**src/rtl/bus_timer.sv**
```systemverilog
// bus_timer: memory-mapped 64-bit timer with prescaler and compare interrupt.
// Single-cycle bus slave; reads return combinationally in the request cycle.
module bus_timer #(
  parameter int DataWidth    = 32,
  parameter int AddressWidth = 32
) (
  input  logic                    clk_i,
  input  logic                    rst_i,
  input  logic                    req_i,
  input  logic [AddressWidth-1:0] addr_i,
  input  logic                    we_i,
  input  logic [DataWidth-1:0]    wdata_i,
  output logic [DataWidth-1:0]    rdata_o,
  output logic                    irq_o
);

  localparam logic [2:0] RegCtrl   = 3'd0;
  localparam logic [2:0] RegPre    = 3'd1;
  localparam logic [2:0] RegTimeLo = 3'd2;
  localparam logic [2:0] RegTimeHi = 3'd3;
  localparam logic [2:0] RegCmpLo  = 3'd4;
  localparam logic [2:0] RegCmpHi  = 3'd5;
  localparam logic [2:0] RegStatus = 3'd6;

  logic        wr;
  logic        rd;
  logic [2:0]  sel;
  logic [31:0] wdata;

  logic        en;
  logic        irq_en;
  logic [15:0] prescale;
  logic [15:0] pcount;
  logic [63:0] mtime;
  logic [63:0] cmp;
  logic        pending;

  logic        tick;
  logic        cmp_hit;
  logic        clr;
  logic [31:0] rdata;

  logic        unused_addr;

  assign wr    = req_i & we_i;
  assign rd    = req_i & ~we_i;
  assign sel   = addr_i[4:2];
  assign wdata = wdata_i[31:0];

  // Only the word index selects a register; other address bits are decoded upstream.
  assign unused_addr = ^{addr_i[AddressWidth-1:5], addr_i[1:0]};

  // A tick fires on the cycle the prescale count reaches the reload value.
  assign tick    = en & (pcount == prescale);
  assign cmp_hit = (mtime >= cmp);
  assign clr     = wr & (sel == RegStatus) & wdata[0];

  // Control bits.
  always_ff @(posedge clk_i or posedge rst_i) begin
    if (rst_i) begin
      en     <= 1'b0;
      irq_en <= 1'b0;
    end else if (wr && sel == RegCtrl) begin
      en     <= wdata[0];
      irq_en <= wdata[1];
    end
  end

  // Prescaler: a PRESCALE write restarts the phase; otherwise count while enabled.
  always_ff @(posedge clk_i or posedge rst_i) begin
    if (rst_i) begin
      prescale <= 16'd0;
      pcount   <= 16'd0;
    end else if (wr && sel == RegPre) begin
      prescale <= wdata[15:0];
      pcount   <= 16'd0;
    end else if (en) begin
      if (tick) begin
        pcount <= 16'd0;
      end else begin
        pcount <= pcount + 16'd1;
      end
    end
  end

  // Time counter: a software write to either half wins over a tick that cycle.
  always_ff @(posedge clk_i or posedge rst_i) begin
    if (rst_i) begin
      mtime <= 64'd0;
    end else if (wr && sel == RegTimeLo) begin
      mtime[31:0] <= wdata;
    end else if (wr && sel == RegTimeHi) begin
      mtime[63:32] <= wdata;
    end else if (tick) begin
      mtime <= mtime + 64'd1;
    end
  end

  // Compare value.
  always_ff @(posedge clk_i or posedge rst_i) begin
    if (rst_i) begin
      cmp <= 64'hFFFF_FFFF_FFFF_FFFF;
    end else if (wr && sel == RegCmpLo) begin
      cmp[31:0] <= wdata;
    end else if (wr && sel == RegCmpHi) begin
      cmp[63:32] <= wdata;
    end
  end

  // Sticky pending flag; a live compare match overrides a W1C clear.
  always_ff @(posedge clk_i or posedge rst_i) begin
    if (rst_i) begin
      pending <= 1'b0;
    end else begin
      pending <= cmp_hit | (pending & ~clr);
    end
  end

  assign irq_o = pending & irq_en;

  // Read mux, forced to zero outside a read and while reset is held.
  always_comb begin
    rdata = 32'd0;
    if (rd && !rst_i) begin
      unique case (sel)
        RegCtrl:   rdata = {30'd0, irq_en, en};
        RegPre:    rdata = {16'd0, prescale};
        RegTimeLo: rdata = mtime[31:0];
        RegTimeHi: rdata = mtime[63:32];
        RegCmpLo:  rdata = cmp[31:0];
        RegCmpHi:  rdata = cmp[63:32];
        RegStatus: rdata = {31'd0, pending};
        default:   rdata = 32'd0;
      endcase
    end
  end

  assign rdata_o = DataWidth'(rdata);

endmodule

```
**config.mk**
```make
export PLATFORM = sky130hd
export DESIGN_NAME = bus_timer
export DESIGN_NICKNAME = d
export VERILOG_FILES = /design/src/rtl/bus_timer.sv
export SDC_FILE = /design/constraint.sdc
export NUM_CORES = 1
export LEC_CHECK = 0
export ABC_CLOCK_PERIOD_IN_PS = 10600
export CAP_MARGIN = 20
export CORE_MARGIN = 2
export CORE_UTILIZATION = 25
export DETAILED_ROUTE_END_ITERATION = 7
export MAX_ROUTING_LAYER = met4
export SKIP_CTS_REPAIR_TIMING = 1
export SLEW_MARGIN = 20
export SYNTH_ARGS = -nofsm -noshare
export SYNTH_HDL_FRONTEND = slang
export SYNTH_SLANG_ARGS = --single-unit
```
**constraint.sdc**
```tcl
create_clock -name clk_i -period 10.6 [get_ports clk_i]
set_input_delay 2.12 -clock clk_i [delete_from_list [all_inputs] [get_ports clk_i]]
set_output_delay 2.12 -clock clk_i [all_outputs]
set_load 0.1 [all_outputs]
```
* Word-level counts from Yosys, hierarchy flattened
Cells that the tools add are included.
** Word-level totals
- Register bits after elaboration :: 163
- Input bits :: 68
- Output and inout port bits :: 33
- Logic and storage cells :: 56
** Operators by class
- $add $sub $neg :: 2
- Order comparisons :: 1
- Equality and inequality tests :: 8
- Mux-type cells :: 9
- Bitwise logic cells :: 12
- Reduce and logical (&&, ||, !) cells :: 15
** Operators by type and width (count)
- $pmux 32 s7 :: 1
- $mux 32 :: 4
- $add 64x1->64 const B :: 1
- $ge 64x64->1 :: 1
- $mux 64 :: 1
- $mux 16 :: 3
- $add 16x1->16 const B :: 1
- $eq 16x16->1 :: 1
- $eq 3x3->1 const B :: 3
- $and 1x1->1 :: 7
- $logic_and 1x1->1 :: 7
- $eq 3x2->1 const B :: 2
- $reduce_and 2->1 :: 3
- $reduce_bool 2->1 :: 3
- $not 1->1 :: 4
- $eq 3x1->1 const B :: 1
- $logic_not 3->1 :: 1
- $ne 2x2->1 const B :: 1
- $logic_not 1->1 :: 1
- $or 1x1->1 :: 1

* Logic depth before layout (Yosys ltp)
- Word-level depth :: 6
- Depth in mapped cells :: 10
- Depth with buffers taken out :: 9

* Least setup slack after synthesis
No wires, ideal clock.
- Path type :: input-to-output
- Start :: in addr_i[4]
- End :: out rdata_o[0]
- Data arrival time :: 5.232 ns
- Data required time :: 8.480 ns
- Setup slack :: 3.248 ns
- Stages on the path :: 5
- Path buffers :: 2
- Cells stage by stage :: buf_2 > clkbuf_1 > mux4_2 > nor2_1 > a211oi_1
** On the way
- Word-level cells in the longest chain between the ends :: 3
- Elaborated cells on any way between the ends :: 9
- Classes of those cells :: eq/ne: 6; mux: 2; reduce/logical: 1
** Ends and longest elaborated chain
- start, declared :: RTL line 10 : input logic [AddressWidth-1:0] addr_i,
- $eq 3x3->1 (tied with other cells) :: RTL line 125 : unique case (sel)
- $pmux 32 s7 (*) :: RTL line 125
- $mux 32 (*) :: RTL line 124 : if (rd && !rst_i) begin
- end, declared :: RTL line 13 : output logic [DataWidth-1:0] rdata_o,
Mark *: on every way between the ends. The rest lies on a longest branch, timed or not.

* Final worst setup path
- Start :: in addr_i[3]
- End :: out rdata_o[2]
The elaborated chain is that of the path after synthesis.

==> impl_summary.txt <==
----------------------------------------------------
[Logic synthesis]
  Sequential area share after synthesis ... 39.98%
  Cell area after technology mapping ... 10,400 µm²
  Share of synthesized flip-flops with an asynchronous set or reset ... 100.0%
  Number of synthesized register bits ... 163
  Unique cell type count in the Yosys netlist ... 56
  Top cells by area, synth ... dfrtp_1 (24%), dfstp_2 (16%), ha_1 (7.9%), o21ai_0 (6.6%), xnor2_1 (6.5%)
  Fraction of post-synthesis cell area in the top cell type by area ... 23.82%
  Mean area per synthesized cell ... 8.676 µm²
  Syn nets ... 1,333
  Top FF cell, synth ... dfrtp_1
  Number of enable-type register cells in the synthesized netlist ... 0
  Synth area leader ... dfrtp_1
  Cell count after synthesis ... 1,199
  Synthesis Warnings ... 0

[Placement]
  Last weighted congestion value of the routability-driven placer ... 0.9077
  Post-placement worst setup slack ... 1.998 ns
  Count of buffers from port buffering ... 71
  Placement-stage cell area ... 11,720 µm²
  Sum of net half-perimeters after detailed placement ... 24,280 µm
  Total placed cells including tap cells ... 1,761

[Cells and area]
  # fillers ... 4,381
  Syn-to-layout area delta ... 17.96%
  Number of diodes added for antenna fixing ... 0
  Fin cells ... 1,793
  Share of cells above drive strength 1 ... 12.61%
  Finished layout cell area ... 12,270 µm²
  Net count of the finished layout ... 1,382

[Clock tree]
  Clock-pin slew on the worst setup and hold paths ... 0.06 ns
  TritonCTS clock tree ... built
  Clk buf depth ... 2
  Buffer type at the clock tree root ... clkbuf_16
  Clock tree sinks ... 163
  Number of buffers created by CTS ... 17
  H-tree level count ... 4
  Clk Latency, worst-skew pair ... 0.46 ns

[Global route]
  Total GRT Usage ... 16.12%
  Overflow left after global routing ... 0
  GR Layer Usage met1 ... 22.40%
  Met3 Resource Use GR ... 3.140%
  Largest net degree at the start of global routing ... 106
  Number of antenna violations at the first check in global routing ... 0
  Global-route wire length before repair ... 52,390 µm
  Busiest layer in global routing ... met2
  Number of global-route vias before repair ... 8,893
  Met2 capacity usage during global routing ... 23.76%

[Worst setup path]
  Data arrival time of the critical path ... 6.30 ns
  Family with the most delay on the worst path ... buffers and inverters
  Critical Path Fanout Max ... 18
  Largest incremental delay on the critical path ... 1.20 ns
  Critical Path End Type ... output port
  Setup slack, reg-to-reg ... 7.61 ns
  Buffer and inverter count on the worst path ... 4
  Type of the setup path with the least slack ... in2out
  Startpoint of the most critical register-to-register path ... mtime[3]$_DFFE_PP0P_
  Element type at the critical path start ... primary input
  Worst-path cell chain ... clkdlybuf4s50_1 -> buf_4 -> nor3b_2 -> buf_4 -> a222oi_1 -> nor2_1 -> clkdlybuf4s50_1
  Worst Path Required ... 8.48 ns
  Endpoint of the most critical register-to-register path ... mtime[52]$_DFFE_PP0P_
  Slowest stage cell on the critical path ... clkdlybuf4s50_1
  Path depth of the worst reg2reg path ... 7

[Floorplanning]
  Top-level I/O count ... 101
  Std-Cell Rows ... 74
  Standard cell core area ... 40,920 µm²
  Floorplan die width ... 208.0 µm
  Die height ... 208.0 µm
  Initial cell density of the core ... 25.42%
  Area enclosed by the die boundary ... 43,260 µm²

[Routing]
  Via-to-Cell Ratio ... 5.108
  Violation count after the first detailed-routing iteration ... 879
  Total wire length after detailed routing ... 33,330 µm
  Detailed-routing iteration count for the pre-antenna-repair pass ... 5
  Post-route ant nets ... 0
  Overall via count from detail_route ... 9,159
  Avg WL per Cell ... 18.59 µm
  Count of unresolved DRC violations after routing ... 0

[Outcome]
  Status ... complete, no violations

[STA]
  Final setup violating endpoints ... 0
  Clock Skews ... 0.008850 ns
  Relative slew margins ... 31.15%
  Fin worst setup slack ... 2.179 ns
  Fin. max-slew vios ... 0
  Final setup TNS ... 0 ns
  Final number of hold-violating endpoints ... 0
  Peak clock frequency supported by timing ... 118.7 MHz
  Tcrit/Tclk final ... 79.44%
  Unrepaired setup endpoints after global routing ... false
  Worst slew pin tran ... 1.028 ns
  Shortest period the worst path allows ... 8.421 ns

[Worst hold path]
  Hold-critical path depth ... 2
  Sink of the worst hold path ... cmp[54]$_DFFE_PP1P_
  Class of the most critical hold timing path ... reg2reg
  Launch point of the worst hold path ... cmp[54]$_DFFE_PP1P_

[Power and ir drop]
  Leakage power figure ... 4.593 nW
  Worst ir drop on vdd ... 0.1170 mV
  Total power per unit cell area ... 176.5 nW/µm²

[Job]
  Number of max-cap violations ... 0

----------------------------------------------------
## stage by stage
step	util, %	power [mW]	hold slack, ns
after floorplan	-	1.368	0.4844
after global placement	28.64	1.559	0.4998
after detailed placement	28.64	1.578	0.5058
after CTS	29.97	2.172	0.5161
after global routing	29.98	2.304	0.5320
final	29.98	2.166	0.5134
## sequential cells by signal, indices dropped and copies added (netlist names)
name      flops
prescale     16
irq_en        1
pending       1
mtime        64
pcount       16
en            1
cmp          64
## Yosys cell counts, types with 3 or more instances
master,instances
a211oi_1,6
a21o_1,7
a21oi_1,73
a222oi_1,7
a22o_1,3
a22oi_1,40
a31o_2,4
a31oi_1,4
and3_1,7
and4_1,9
buf_2,6
clkbuf_1,49
dfrtp_1,99
dfstp_2,64
ha_1,66
inv_1,85
mux2_2,22
mux2i_1,14
nand2_1,167
nand2b_1,4
nand3_1,35
nand3b_1,4
nand4_1,29
nor2_1,62
nor2b_1,7
nor3_1,36
nor3b_1,5
nor4_1,15
o21ai_0,138
o22ai_1,3
or2_2,3
or3_1,11
or4_1,7
xnor2_1,77
xor2_1,5
## cell families after synthesis
logic type                 Yosys count  synth area share, %
DFF                                163                39.98
xor gates and xnor gates            82                6.904
and+or+nand+nor                    412                19.40
buffers and inverters              143                5.304
muxes                               37                3.945
adders and majority gates           66                7.938
AOI/OAI and AO/OA                  296                16.53
## power by group
part	switching, mW	internal [mW]	total (mW)
Combinational	0.343	0.263	0.606
Clock	0.267	0.321	0.588
Sequential	0.172	0.800	0.973
## final cells by class
class,count,area [µm²],share of cell area [%]
clock buffer,22,484.2,3.946
clock inverter,10,57.56,0.4691
inverter,85,324.1,2.641
multi-input combinational,893,5742,46.79
sequential,163,4159,33.89
tap,532,665.6,5.425
timing repair buffer,88,838.3,6.832
## worst max-delay path by stage
stage                    from  cells after the start  slack [ns]     endpoint
finish              addr_i[3]                      7        2.18   rdata_o[2]
global route        addr_i[3]                      7        2.15   rdata_o[2]
CTS                 addr_i[3]                      7        1.97  rdata_o[31]
detailed placement  addr_i[3]                      7        2.00  rdata_o[31]
global placement    addr_i[3]                      7        2.04  rdata_o[31]
floorplan           addr_i[4]                      5        3.25   rdata_o[0]
## layer usage
layer / up-vias / part of all wire [%]
li1: 4327 / -
met1: 4467 / 47
met2: 326 / 44
met3: 39 / 7.6
met4: 0 / 1.6
met5: - / 0
## worst reg2reg max path, delay by kind of cell, from the launching register on
| kind | cells | cell delay (ns) |
|---|---|---|
| and+or+nand+nor | 5 | 2.14 |
| xor gates and xnor gates | 1 | 0.16 |
| DFF | 1 | 0.48 |
| AOI/OAI and AO/OA | 1 | 0.08 |
## cell usage in the layout (no fill, tap or decap), types with 6 or more instances in the layout
| cell | synthesis | layout |
|---|---|---|
| clkinv_2 | 0 | 7 |
| or3_1 | 11 | 11 |
| mux2_2 | 22 | 22 |
| and4_1 | 9 | 9 |
| dfstp_2 | 64 | 64 |
| a22oi_1 | 40 | 40 |
| nand3_1 | 35 | 35 |
| a21o_1 | 7 | 7 |
| o21ai_0 | 138 | 138 |
| nand2_1 | 167 | 167 |
| a222oi_1 | 7 | 7 |
| dfrtp_1 | 99 | 99 |
| or4_1 | 7 | 7 |
| buf_4 | 0 | 17 |
| mux2i_1 | 14 | 14 |
| clkbuf_16 | 0 | 17 |
| inv_1 | 85 | 84 |
| nand4_1 | 29 | 29 |
| xnor2_1 | 77 | 77 |
| nor3_1 | 36 | 34 |
| ha_1 | 66 | 66 |
| a211oi_1 | 6 | 6 |
| nor4_1 | 15 | 15 |
| clkdlybuf4s50_1 | 0 | 71 |
| a21oi_1 | 73 | 73 |
| and3_1 | 7 | 6 |
| nor2_1 | 62 | 62 |
(Power assumes the default switching activity.)
